## src/rtl/any1_pkg.sv

```systemverilog
// Shared constants and types for the instruction-line fetch path: bus cycle
// encodings, the fetch FSM state and the fetch-to-aligner output record.
package any1_pkg;

    localparam int BUS_BEAT_BITS = 128;
    localparam logic [2:0] CTI_INCR = 3'b010;
    localparam logic [2:0] CTI_EOB  = 3'b111;

    // Default geometry; the output record is sized from these.
    localparam int ILF_AWID  = 32;
    localparam int ILF_CSWID = 16;
    localparam int ILF_BEATS = 5;

    typedef enum logic [1:0] {
        IDLE = 2'd0,
        FILL = 2'd1,
        HOLD = 2'd2
    } ilf_state_t;

    // Field names follow the aligner input record; fault is extra.
    typedef struct packed {
        logic                                  v;
        logic [ILF_BEATS*BUS_BEAT_BITS-1:0]    ir;
        logic [ILF_AWID:0]                     ip;
        logic [ILF_CSWID-1:0]                  cs;
        logic [ILF_AWID:0]                     pip;
        logic                                  predict_taken;
        logic                                  fault;
    } sILineFetchOut;

endpackage

```

## src/rtl/any1_iline_buf.sv

```systemverilog
// Line assembly buffer: BEATS slots of one bus beat each, written by index,
// cleared synchronously, presented as one flat vector (slot n at bits 128n+).
module any1_iline_buf
    import any1_pkg::*;
#(
    parameter int BEATS = ILF_BEATS,
    parameter int IW    = (BEATS > 1) ? $clog2(BEATS) : 1
)(
    input  logic                             rst,
    input  logic                             clk,
    input  logic                             clr,
    input  logic                             we,
    input  logic [IW-1:0]                    idx,
    input  logic [BUS_BEAT_BITS-1:0]         dat,
    output logic [BEATS*BUS_BEAT_BITS-1:0]   line
);

    logic [BUS_BEAT_BITS-1:0] slot_q [BEATS];

    always_ff @(posedge clk or posedge rst) begin
        if (rst) begin
            for (int i = 0; i < BEATS; i++) slot_q[i] <= '0;
        end else if (clr) begin
            for (int i = 0; i < BEATS; i++) slot_q[i] <= '0;
        end else if (we && (int'(idx) < BEATS)) begin
            slot_q[idx] <= dat;
        end
    end

    for (genvar g = 0; g < BEATS; g++) begin : g_flat
        assign line[g*BUS_BEAT_BITS +: BUS_BEAT_BITS] = slot_q[g];
    end

endmodule

```

## src/rtl/any1_iline_fetch.sv

```systemverilog
// Fetch-line producer: burst-reads the 64-byte line holding ip plus one overrun
// beat, then holds the assembled line with its request tags for the aligner.
//
// Handshakes: a transfer happens on a rising clk edge where valid and ready are
// both high (req_i & req_rdy_o, out_v_o & out_rdy_i). Valid never depends on
// ready; once raised, out_v_o and the out_* payload stay stable until accepted.
module any1_iline_fetch
    import any1_pkg::*;
#(
    parameter int AWID  = ILF_AWID,
    parameter int CSWID = ILF_CSWID,
    parameter int BEATS = ILF_BEATS
)(
    input  logic                            rst_i,
    input  logic                            clk_i,
    input  logic                            flush_i,
    input  logic                            req_i,
    output logic                            req_rdy_o,
    input  logic [AWID:0]                   req_ip_i,
    input  logic [CSWID-1:0]                req_cs_i,
    input  logic [AWID:0]                   req_pip_i,
    input  logic                            req_pt_i,
    output logic                            cyc_o,
    output logic                            stb_o,
    output logic [2:0]                      cti_o,
    output logic [AWID-1:0]                 adr_o,
    input  logic                            ack_i,
    input  logic                            err_i,
    input  logic [BUS_BEAT_BITS-1:0]        dat_i,
    output logic                            out_v_o,
    input  logic                            out_rdy_i,
    output logic [BEATS*BUS_BEAT_BITS-1:0]  out_line_o,
    output logic [AWID:0]                   out_ip_o,
    output logic [CSWID-1:0]                out_cs_o,
    output logic [AWID:0]                   out_pip_o,
    output logic                            out_pt_o,
    output logic                            out_fault_o,
    output ilf_state_t                      state_o
);

    localparam int BW = (BEATS > 1) ? $clog2(BEATS) : 1;
    localparam logic [BW-1:0] LAST = BW'(BEATS - 1);
    localparam logic [2:0] CTI_FIRST = (BEATS == 1) ? CTI_EOB : CTI_INCR;

    ilf_state_t        state_q, state_d;
    logic [BW-1:0]     beat_q, beat_d;
    logic [AWID-1:0]   adr_q, adr_d;
    logic              cyc_q, cyc_d;
    logic [2:0]        cti_q, cti_d;
    logic              v_q, v_d;
    logic              fault_q, fault_d;
    logic [AWID:0]     ip_q, ip_d;
    logic [CSWID-1:0]  cs_q, cs_d;
    logic [AWID:0]     pip_q, pip_d;
    logic              pt_q, pt_d;

    logic              req_rdy;
    logic              buf_clr;
    logic              buf_we;
    logic [BEATS*BUS_BEAT_BITS-1:0] line;
    sILineFetchOut     ilf_out;

    any1_iline_buf #(.BEATS(BEATS), .IW(BW)) u_buf (
        .rst  (rst_i),
        .clk  (clk_i),
        .clr  (buf_clr),
        .we   (buf_we),
        .idx  (beat_q),
        .dat  (dat_i),
        .line (line)
    );

    always_ff @(posedge clk_i or posedge rst_i) begin
        if (rst_i) begin
            state_q <= IDLE;
            beat_q  <= '0;
            adr_q   <= '0;
            cyc_q   <= 1'b0;
            cti_q   <= 3'b000;
            v_q     <= 1'b0;
            fault_q <= 1'b0;
            ip_q    <= '0;
            cs_q    <= '0;
            pip_q   <= '0;
            pt_q    <= 1'b0;
        end else begin
            state_q <= state_d;
            beat_q  <= beat_d;
            adr_q   <= adr_d;
            cyc_q   <= cyc_d;
            cti_q   <= cti_d;
            v_q     <= v_d;
            fault_q <= fault_d;
            ip_q    <= ip_d;
            cs_q    <= cs_d;
            pip_q   <= pip_d;
            pt_q    <= pt_d;
        end
    end

    always_comb begin
        state_d = state_q;
        beat_d  = beat_q;
        adr_d   = adr_q;
        cyc_d   = cyc_q;
        cti_d   = cti_q;
        v_d     = v_q;
        fault_d = fault_q;
        ip_d    = ip_q;
        cs_d    = cs_q;
        pip_d   = pip_q;
        pt_d    = pt_q;
        req_rdy = 1'b0;
        buf_clr = 1'b0;
        buf_we  = 1'b0;

        case (state_q)
            IDLE: begin
                req_rdy = 1'b1;
            end
            FILL: begin
                // err outranks a simultaneous ack: the beat is not stored.
                if (err_i) begin
                    cyc_d   = 1'b0;
                    cti_d   = 3'b000;
                    fault_d = 1'b1;
                    v_d     = 1'b1;
                    state_d = HOLD;
                end else if (ack_i) begin
                    buf_we = 1'b1;
                    if (beat_q == LAST) begin
                        cyc_d   = 1'b0;
                        cti_d   = 3'b000;
                        v_d     = 1'b1;
                        state_d = HOLD;
                    end else begin
                        beat_d = beat_q + BW'(1);
                        adr_d  = adr_q + AWID'(16);
                        cti_d  = ((beat_q + BW'(1)) == LAST) ? CTI_EOB : CTI_INCR;
                    end
                end
            end
            HOLD: begin
                req_rdy = out_rdy_i;
                if (out_rdy_i) begin
                    v_d     = 1'b0;
                    fault_d = 1'b0;
                    state_d = IDLE;
                end
            end
            default: begin
                state_d = IDLE;
            end
        endcase

        if (flush_i) req_rdy = 1'b0;

        // New request: overrides the IDLE/HOLD-accept outcome above.
        if (req_i && req_rdy) begin
            ip_d    = req_ip_i;
            cs_d    = req_cs_i;
            pip_d   = req_pip_i;
            pt_d    = req_pt_i;
            adr_d   = {req_ip_i[AWID:7], 6'b0};
            beat_d  = '0;
            fault_d = 1'b0;
            v_d     = 1'b0;
            cyc_d   = 1'b1;
            cti_d   = CTI_FIRST;
            buf_clr = 1'b1;
            state_d = FILL;
        end

        if (flush_i) begin
            state_d = IDLE;
            beat_d  = '0;
            cyc_d   = 1'b0;
            cti_d   = 3'b000;
            v_d     = 1'b0;
            fault_d = 1'b0;
            buf_clr = 1'b1;
            buf_we  = 1'b0;
        end
    end

    assign ilf_out = '{
        v:             v_q,
        ir:            line,
        ip:            ip_q,
        cs:            cs_q,
        pip:           pip_q,
        predict_taken: pt_q,
        fault:         fault_q
    };

    assign req_rdy_o   = req_rdy;
    assign cyc_o       = cyc_q;
    assign stb_o       = cyc_q;
    assign cti_o       = cti_q;
    assign adr_o       = adr_q;
    assign out_v_o     = ilf_out.v;
    assign out_line_o  = ilf_out.ir;
    assign out_ip_o    = ilf_out.ip;
    assign out_cs_o    = ilf_out.cs;
    assign out_pip_o   = ilf_out.pip;
    assign out_pt_o    = ilf_out.predict_taken;
    assign out_fault_o = ilf_out.fault;
    assign state_o     = state_q;

endmodule
```

## config.mk

```make
export PLATFORM = sky130hd
export DESIGN_NAME = any1_iline_fetch
export DESIGN_NICKNAME = d
export VERILOG_FILES = /design/src/rtl/any1_pkg.sv /design/src/rtl/any1_iline_buf.sv /design/src/rtl/any1_iline_fetch.sv
export SDC_FILE = /design/constraint.sdc
export NUM_CORES = 1
export LEC_CHECK = 0
export ABC_AREA = 0
export BUFFER_PORTS_ARGS = -buffer_cell sky130_fd_sc_hd__buf_4
export CAP_MARGIN = 20
export CORE_AREA = 2 2 386 388
export DETAILED_ROUTE_END_ITERATION = 16
export DIE_AREA = 0 0 388 390
export SYNTH_ARGS = -nofsm -noshare
export SYNTH_HDL_FRONTEND = slang
export SYNTH_SLANG_ARGS = --single-unit
export TNS_END_PERCENT = 50
```

## constraint.sdc

```tcl
create_clock -name clk_i -period 38 [get_ports clk_i]
set_input_delay 5.7 -clock clk_i [delete_from_list [all_inputs] [get_ports clk_i]]
set_output_delay 5.7 -clock clk_i [all_outputs]
set_load 0.005 [all_outputs]
```

# == Yosys cells after proc, flatten, opt, wreduce, memory -nomap -nowiden ==
# Cells that the tools add are included.
# totals
ff_bits,766
wordCells,109
output_inout_bits,765
inputBits,218
# classes
muxes,55
n_lt_le_gt_ge,3
n_bitwise,1
addsub,2
eq_ne,13
reduce_logical,19
# ops
operator,count
2-to-1 mux 640 bit,2
bitwise mux 640 bit,1
demux 128 bit (select 3 bit),1
2-to-1 mux 32 bit,5
2-to-1 mux 128 bit,1
2-to-1 mux 3 bit,13
"adder 32 x 5 -> 32 bit, second input constant",1
2-to-1 mux 1 bit,22
AND reduction 4 bit,4
2-to-1 mux 2 bit,6
nonzero test 4 bit,3
"!= test 5 bit, second input constant",2
"!= test 4 bit, second input constant",2
"equality test 3 bit, second input constant",2
"!= test 3 x 2 -> 1 bit, second input constant",2
case mux 1 bit (2 select lines),3
case mux 2 bit (3 select lines),1
AND reduction 3 bit,2
nonzero test 2 bit,3
nonzero test 3 bit,2
">= comparator 4 bit, second input constant",1
"less-than comparator 4 x 1 -> 1 bit, second input constant",1
"!= test 2 x 1 -> 1 bit, second input constant",2
NOT 3 -> 4 bit,1
other kinds (8),10

# == Logic depth before layout (Yosys ltp) ==
# depth
depth_word,9
depth_mapped,9
depth_no_buf,7

# == Modules after synthesis ==
# A second synthesis with hierarchy kept.
# hier_totals
hier_cells,2791
area_unflattened_um2,33384.5
# by_module_without_submodules
mod,cells_per_inst,area_each_um2,n_inst,seq_area_each_um2
any1_iline_buf,2213,28160.8,1,16015.4
any1_iline_fetch,578,5223.8,1,3027.9

# == Worst setup path before layout ==
# Ideal clock, no wire load.
# synth_path
path_type,input -> output
startpoint,input flush_i
endpoint,output req_rdy_o
required_time_ns,32.300
path_buffers,1
arrival_ns,5.930
stages,2
slack_ns,26.370
cell_sequence,buf_6 nor2_1
# synth_via
elab_chain_cells,1
# synth_lines
item,line,text
"start, declared",any1_iline_fetch.sv:16,"input logic flush_i,"
2-to-1 mux 1 bit,any1_iline_fetch.sv:156,if (flush_i) req_rdy = 1'b0;
"end, declared",any1_iline_fetch.sv:18,"output logic req_rdy_o,"
# Every way passes these cells.

# == Worst setup path after layout ==
# layout_path
startpoint,input out_rdy_i
endpoint,output req_rdy_o
# layout_via
elab_chain_cells,2
# layout_lines
item,line,text
"start, declared",any1_iline_fetch.sv:31,"input logic out_rdy_i,"
case mux 1 bit (2 select lines),any1_iline_fetch.sv:117,case (state_q)
2-to-1 mux 1 bit,any1_iline_fetch.sv:156,
# Every way passes these cells.

==> run_results.csv <==
group,metric,value,unit
run_status,status,"complete, no violations",
sta,max_slew_margin,0.0432,
place,dpl.hpwl,92.8,mm
clock_tree,clkLatencyLatePin,690,ps
sta,tns,0,ps
cells_and_area,syn2layout_area_growth,38.7,%
synthesis,async_reset_ff_frac,1.00,
hold_path,hp-start,"out_pip_o[9]",
route,first_pass_iters,5,
worst_setup_path,crit_path_end_kind,"output port",
pwr,intPower,0.00142,W
worst_setup_path,r2r-start,"state_o[0]",
sta,max_freq,81.9,MHz
synthesis,yosys-top-cells-count,"nand2_1 (1553), dfrtp_1 (761), a21oi_1 (647), clkbuf_1 (113), buf_2 (82)",
pwr,ir_drop,0.0346,mV
worst_setup_path,worstPathArrival,6510,ps
cells_and_area,nNetsFinal,4469,
synthesis,synth_cell_types,44,
synthesis,synth_edf_count,0,
clock_tree,cts_inserted_buffers,87,
pwr,clkPwrFrac,0.450,
flow_run,drv_cap,0,
synthesis,yosysSeqAreaShare,0.623,
synthesis,synth-seq-cells,761,
clock_tree,clk_pin_slew,50,ps
worst_setup_path,timing.rr.end,"u_buf.line[146]",
route,vias_per_cell,4.41,
clock_tree,post_cts_resize_count,0,
sta,hold_violations,0,
place,placedCellCount,6083,
synthesis,synth_top_area_frac,0.623,
global_route,grt_max_degree,195,
hold_path,worstHoldPathCells,2,
worst_setup_path,critPathKind,"in -> out",
clock_tree,cts_tree,"built",
die,die_w,388,um
cells_and_area,finalInstanceArea,42400,um^2
pwr,p_leak,19.3,nW
place,dpl-instance-area,39500,um^2
clock_tree,post-cts-setup-buffers,0,
sta,slew_violations,0,
sta,setup_viol,0,
pwr,power_frac_comb,0.101,
clock_tree,htreeDepth,3,
worst_setup_path,r2r_cells,7,
hold_path,hold_path_end,"out_pip_o[9]",
global_route,grt_pass1_vias,26600,
worst_setup_path,critPathMaxFanout,4,
worst_setup_path,rrSetupSlack,34130,ps
die,num_rows,141,
worst_setup_path,cp_data_required_time,32300,ps
route,drc,0,
synthesis,syn_avg_cell_area,9.05,um^2
route,wl_per_cell,21.4,um
pwr,pwr-share-seq,0.449,
route,antenna_left,0,
die,core,147000,um^2
place,dpl_worst_slack,25720,ps
worst_setup_path,startpoint_type,"input pin",
sta,fin_ws,25790,ps
die,initial_utilization,0.208,
synthesis,yosysTopAreaCell,"dfrtp_1",
cells_and_area,drive_gt1_frac,0.273,
die,ios,983,
sta,worstMarginPinSlew,1440,ps
synthesis,yosysMostFrequentCell,"nand2_1",
die,die_area,151000,um^2
clock_tree,clk_path_buf_depth,3,
synthesis,yosys_warnings,0,
global_route,overflow,0,
global_route,grt_pass1_wl,191,mm
synthesis,ys.flop_type,"dfrtp_1",
sta,finalCritPeriodShare,0.321,
route,wirelength,133,mm
hold_path,hp-class,"reg -> reg",
die,fp.dieH,390,um
sta,period_minus_slack,12210,ps
global_route,grtUsageTotal,0.169,
synthesis,synth_area,30600,um^2
clock_tree,clock-sinks,761,
pwr,p_sw,0.000505,W
route,vias,27500,
sta,rsz0062_at_grt,"false",
clock_tree,cts-hold-fix-buffers,0,
pwr,switching_share,0.262,
pwr,powerDensity,45.4,nW/um^2
synthesis,synth.area.top_cells,"dfrtp_1 (62%), nand2_1 (19%), a21oi_1 (11%), clkbuf_1 (1.4%), buf_2 (1.3%)",
synthesis,syn-instance-count,3378,
clock_tree,cts_root_buffer,"clkbuf_16",
route,drtIter0Drc,2180,
cells_and_area,stdcell_count,6236,
global_route,antenna_found_initial,6,
sta,fin_skew,26.3,ps
place,port_buffers,978,
place,gp_congestion,0.859,
critical path, stage by stage:
cell     delay, ps
buf_4          120
a21oi_1         90
nor2_1         390
buf_4          200
through the flow:
stage | total power, W | util | hold slack (ps)
floorplan | 0.000951 | - | 470
global placement | 0.00107 | 0.268 | 461
detailed placement | 0.00108 | 0.268 | 463
CTS | 0.00195 | 0.288 | 478
global route | 0.00200 | 0.288 | 491
finish | 0.00193 | 0.288 | 471
cell type report:
type	instances	area [um^2]
clock inverters	23	358
flip-flops and latches	761	19000
clock buffers	126	2530
fillers	15600	105000
inverters	9	41.3
well taps	1930	2410
repair buffers	1017	7720
diodes	3	7.51
multi-input cells	2367	10300
cell usage in the layout, fill, tap and decap left out, types with 14 or more instances in the layout:
cell type and count:
nand2_1 1551, buf_4 1011, dfrtp_1 761, a21oi_1 647
clkbuf_16 88, o21ai_0 26, nand3_1 21, clkbuf_1 19
clkbuf_8 19, xnor2_1 18, nor2_1 14
metal layers:
layer / routed length [um] / GRT usage / vias up
met4: 5710 / 0.0690 / 0
met1: 54600 / 0.214 / 13700
met3: 10500 / 0.0491 / 227
met2: 62500 / 0.270 / 1026
li1: - / - / 12500
met5: 0 / 0 / -
cell families (layout without fill, tap and decap cells):
group	after synthesis	count (layout)	share of synthesized area
AND/OR/NAND/NOR	1643	1643	0.211
XOR/XNOR	25	25	0.00716
adder cells (fa/ha/maj)	8	8	0.00327
AO/OA/AOI/OAI	686	686	0.113
other	1	7	0.000123
buffers and inverters	253	1175	0.0427
flip-flops	761	761	0.623
multiplexers	1	1	0.000327
flip-flops by register name, summed over array words and instances, names as in the netlist:
register,flops
adr_o,28
beat_q,3
cti_o,2
cyc_o,1
out_cs_o,16
out_fault_o,1
out_ip_o,33
out_pip_o,33
out_pt_o,1
out_v_o,1
state_o,2
u_buf.line,640
worst max path at each step:
stage,to,from,slack (ps),depth (start not counted)
3_3_place_gp,req_rdy_o,out_rdy_i,25680,4
2_1_floorplan,adr_o[10],rst_i,10940,1
5_1_grt,req_rdy_o,out_rdy_i,25700,4
4_1_cts,req_rdy_o,out_rdy_i,25710,4
3_5_place_dp,req_rdy_o,out_rdy_i,25720,4
6_report,req_rdy_o,out_rdy_i,25790,4
power groups by stage:
stage / combinational (W) / clock (W) / sequential, W
2_1_floorplan: 0.0000721 / 0 / 0.000879
3_3_place_gp: 0.000195 / 0 / 0.000878
3_5_place_dp: 0.000196 / 0 / 0.000879
4_1_cts: 0.000197 / 0.000891 / 0.000865
5_1_grt: 0.000211 / 0.000922 / 0.000869
6_report: 0.000194 / 0.000866 / 0.000865
(Power assumes the default switching activity.)
